--- config.mk ---
export PLATFORM = sky130hd
export DESIGN_NAME = pll_lock_rst_gen
export DESIGN_NICKNAME = d
export VERILOG_FILES = /design/src/rtl/pll_lock_rst_gen.sv
export SDC_FILE = /design/constraint.sdc
export NUM_CORES = 1
export LEC_CHECK = 0
export ABC_CLOCK_PERIOD_IN_PS = 2100
export CORE_ASPECT_RATIO = 0.8
export CORE_MARGIN = 8
export CORE_UTILIZATION = 50
export CTS_CLUSTER_DIAMETER = 30
export DETAILED_ROUTE_END_ITERATION = 7
export MAX_ROUTING_LAYER = met4
export PLACE_DENSITY = 0.68
export SLEW_MARGIN = 40
export SYNTH_ARGS = -nofsm -noshare
export SYNTH_HDL_FRONTEND = slang
export SYNTH_SLANG_ARGS = --single-unit
--- constraint.sdc ---
create_clock -name clk -period 2.1 [get_ports clk]
set_input_delay 0.525 -clock clk [delete_from_list [all_inputs] [get_ports clk]]
set_output_delay 0.525 -clock clk [all_outputs]
set_load 0.01 [all_outputs]
--- src/rtl/pll_lock_rst_gen.sv ---
// pll_lock_rst_gen: qualifies PLL lock, sequences PLL and system resets, reports lock loss and failure
module pll_lock_rst_gen #(
  parameter int SYNC_STAGES         = 2,
  parameter int PLL_RST_CYCLES      = 16,
  parameter int LOCK_STABLE_CYCLES  = 1024,
  parameter int LOCK_TIMEOUT_CYCLES = 65535,
  parameter int MAX_RETRY           = 3
) (
  input  logic       clk,
  input  logic       rst,
  input  logic       lock,
  input  logic       ext_rst_req,
  output logic       pll_rst,
  output logic       sys_rst,
  output logic       lock_stable,
  output logic       pll_fail,
  output logic [7:0] lock_loss_cnt
);
  localparam int M1   = PLL_RST_CYCLES > LOCK_STABLE_CYCLES ? PLL_RST_CYCLES : LOCK_STABLE_CYCLES;
  localparam int CMAX = M1 > LOCK_TIMEOUT_CYCLES ? M1 : LOCK_TIMEOUT_CYCLES;
  localparam int CW   = CMAX > 1 ? $clog2(CMAX) : 1;
  localparam int RW   = $clog2(MAX_RETRY + 1);
  localparam logic [CW-1:0] PRST_LAST = CW'(PLL_RST_CYCLES - 1);
  localparam logic [CW-1:0] STBL_LAST = CW'(LOCK_STABLE_CYCLES - 1);
  localparam logic [CW-1:0] TOUT_LAST = CW'(LOCK_TIMEOUT_CYCLES - 1);
  localparam logic [RW-1:0] RETRY_MAX = RW'(MAX_RETRY);
  typedef enum logic [1:0] {PLLRST, WAIT_LOCK, STABLE, RUN} state_t;
  state_t                 r_state;
  logic [CW-1:0]          r_cnt;
  logic [RW-1:0]          r_retry;
  logic [SYNC_STAGES-1:0] r_sync;
  logic                   w_lock_s;
  assign w_lock_s    = r_sync[SYNC_STAGES-1];
  assign pll_rst     = r_state == PLLRST;
  assign sys_rst     = r_state != RUN;
  assign lock_stable = r_state == RUN;
  // plain flop chain bringing the asynchronous lock into the clk domain
  always_ff @(posedge clk or posedge rst)
    if (rst) r_sync <= '0;
    else     r_sync <= {r_sync[SYNC_STAGES-2:0], lock};
  // reset sequencer: PLL reset pulse, lock wait with timeout, stability qualification, run
  always_ff @(posedge clk or posedge rst)
    if (rst) begin
      r_state       <= PLLRST;
      r_cnt         <= '0;
      r_retry       <= '0;
      pll_fail      <= 1'b0;
      lock_loss_cnt <= '0;
    end else if (ext_rst_req) begin
      r_state  <= PLLRST;
      r_cnt    <= '0;
      r_retry  <= '0;
      pll_fail <= 1'b0;
    end else
      case (r_state)
        PLLRST: begin
          r_state <= r_cnt == PRST_LAST ? WAIT_LOCK : PLLRST;
          r_cnt   <= r_cnt == PRST_LAST ? '0 : r_cnt + 1'b1;
        end
        WAIT_LOCK:
          if (w_lock_s) begin
            r_state <= STABLE;
            r_cnt   <= '0;
          end else if (r_cnt == TOUT_LAST) begin
            r_state  <= PLLRST;
            r_cnt    <= '0;
            r_retry  <= r_retry == RETRY_MAX ? r_retry : r_retry + 1'b1;
            pll_fail <= pll_fail | (r_retry >= RETRY_MAX - 1'b1);
          end else
            r_cnt <= r_cnt + 1'b1;
        STABLE:
          if (!w_lock_s) begin
            r_state <= WAIT_LOCK;
            r_cnt   <= '0;
          end else if (r_cnt == STBL_LAST) begin
            r_state <= RUN;
            r_cnt   <= '0;
            r_retry <= '0;
          end else
            r_cnt <= r_cnt + 1'b1;
        default:
          if (!w_lock_s) begin
            r_state       <= PLLRST;
            r_cnt         <= '0;
            lock_loss_cnt <= lock_loss_cnt + {7'd0, lock_loss_cnt != 8'hFF};
          end
      endcase
endmodule

==> impl_metrics.yaml <==
placement:
  placed_cells: 276
  io_buffers: 15
  dpl_worst_slack_ps: 13.6
  place_congestion: 0.907
  post-dp-hpwl_um: 3390
  placed_area_um2: 2200
sta:
  min_period_over_period: 1.00
  max_freq_ghz: 0.475
  fin_ws_ps: -6.16
  fin_skew_ps: 6.93
  tightest_slew_ps: 408
  relSlewSlack: 0.728
  slew_violations: 0
  period_needed_ps: 2110
  finalHoldViolations: 0
  rsz0062_at_grt: "true"
  setup_viol: 2
synthesis:
  synth.top_cell.area_share: 0.422
  synth_warnings: 0
  synth_edf_count: 0
  synth_area_leaders: "dfrtp_1 42%, nand2_1 8.2%, o221ai_1 4.3%, ha_1 4.1%, nor2_1 3.3%"
  yosysUniqueCellTypes: 45
  synth_most_common_cell: "nand2_1"
  ys_top_cells_by_count: "40 x nand2_1, 31 x dfrtp_1, 16 x nor2_1"
  ys.flop_type: "dfrtp_1"
  synthesis.nets: 209
  yosys.area.top_type: "dfrtp_1"
  synth-async-reset-ratio: 1.00
  ys_ff_latch: 31
  synthCells: 199
  netlist_area_um2: 1840
  ys_seq_area_frac: 0.422
  avgSynthCellArea_um2: 9.23
power_and_ir_drop:
  finalPower_w: 0.00132
  p_per_area_nw_per_um2: 540
  ir_worst_vdd_mv: 0.380
  leakage_nw: 1.08
clocking:
  clockRootBuffer: "clkbuf_8"
  clkTransAtPathRegs_ps: 70
  cts_tree: "built"
  clock-sinks: 31
  cts_inserted_buffers: 5
  clock_latency_ps: 280
  htree_levels: 2
  hold_buffers: 0
  clock_path_buffers: 2
global_route:
  grt_overflow: 0
  grt_max_degree: 32
  grt_pass1_vias: 1583
  antenna_found_initial: 0
  grt_pass1_wl_um: 7750
  grtUsageTotal: 0.164
final_layout:
  final_cell_count_no_fill: 286
  fin_area_um2: 2440
  layout.nets: 253
  diodes: 0
  layout-drive-gt1-share: 0.262
  syn_to_final_growth_pct: 32.7
route:
  totalWireLength_um: 4860
  drt-wirelength-per-cell_um: 17.0
  ant_nets: 0
  viasPerCell: 5.95
  drt_iter0_drc: 139
  first_pass_iters: 4
  drc: 0
  vias: 1703
worst_setup_path:
  cp_slowest_cell: "or4_4"
  cp.required_ps: 2260
  arrival_ps: 2270
  max_stage_delay_ps: 560
  crit_type: "reg -> reg"
  cp_cell_sequence: "or4_4 > nor4_4 > o32ai_4 > buf_6 > o211ai_1 > o211ai_1"
  cp_max_fo: 5
  cp_common_cell: "o211ai_1"
  setup.worst_path.start_class: "flop"
  cp-end-kind: "flop"
die:
  ios: 16
  die_w_um: 83.8
  start_util: 0.529
  die_h_um: 70.2
  rows: 19
  core_area_um2: 3470
  fp.dieArea_um2: 5880
run_status:
  status: "finished with violations"
  violations: "setup timing"
hold_path:
  hold_path.class: "reg -> reg"
job:
  cap_violations: 0
## power breakdown
part	leakage (nW)	switching (W)	internal [W]
sequential	0.420	0.0000171	0.000612
clock	0.0612	0.000228	0.000384
combinational	0.596	0.0000419	0.0000331
## cell usage in the layout (no fill, tap or decap), drive strengths merged, types with 2 or more instances in the layout
cell type and instances:
nand2 40, dfrtp 31, buf 30, nor2 16, clkdlybuf4s50 15, nand4 9, o221ai 9, o211ai 9
inv 7, nor3 6, and2 6, ha 6, clkbuf 6, nand3 6, o21ai 5, nor4 5
xnor2 4, mux2 4, nand2b 3, and3 3, and4 2, o31a 2, xor2 2, or4 2
a21boi 2
## through the flow
stage / TNS, ps / hold slack (ps) / utilization
after global routing: -893 / 374 / 0.702
final: -9.07 / 358 / 0.702
after detailed placement: 0 / 338 / 0.634
after global placement: 0 / 333 / 0.634
after CTS: 0 / 363 / 0.669
after floorplan: 0 / 331 / -
## layer usage
layer	routed length, um	track usage	vias up
li1	-	-	815
met1	2250	0.207	829
met5	0	-	-
met4	77	0.0516	0
met2	2280	0.241	47
met3	257	0.0556	12
## cell type report
type,count,area [um2]
multi-input cells,153,1080
fillers,268,1030
flip-flops and latches,31,778
repair buffers,45,387
clock buffers,6,82.6
well taps,42,52.6
clock inverters,2,35.0
inverters,7,26.3
## registers in the layout, indices dropped and copies added (netlist names)
signal	count
pll_fail	1
lock_loss_cnt	8
r_state	2
r_sync	2
r_retry	2
r_cnt	16
## cell families after synthesis
group	count (synthesis)	synth area share
and+or+nand+nor	102	0.287
muxes	4	0.0245
xor gates and xnor gates	6	0.0286
DFF	31	0.422
AOI/OAI and AO/OA	35	0.157
adders and majority gates	6	0.0409
buffers and inverters	15	0.0402
## critical path: cells and delay by family, from the launching register on
kind                   cells  cell delay [ps]
AND/OR/NAND/NOR            2              940
AO/OA/AOI/OAI              3              500
flip-flops                 1              380
buffers and inverters      1              160
## what timing repair did
| action | 4_1_cts | 5_1_grt |
|---|---|---|
| pin swaps | 0 | 10 |
| setup buffers | 0 | 2 |
| gates resized for setup | 1 | 18 |
| setup endpoints to repair | 1 | 19 |
## worst paths after layout
path,startpoint,endpoint,slack (ps),cells after the start
max in group asynchronous,rst,r_state[0],1150,3
hold / removal,r_sync[0],r_sync[1],360,0
setup reg to reg,r_cnt[12],r_cnt[3],-6,6
setup / recovery,r_cnt[12],r_cnt[3],-6,6
hold reg to reg,r_sync[0],r_sync[1],360,0
min in group asynchronous,rst,lock_loss_cnt[7],620,3
Power figures use the tool's default switching activity.
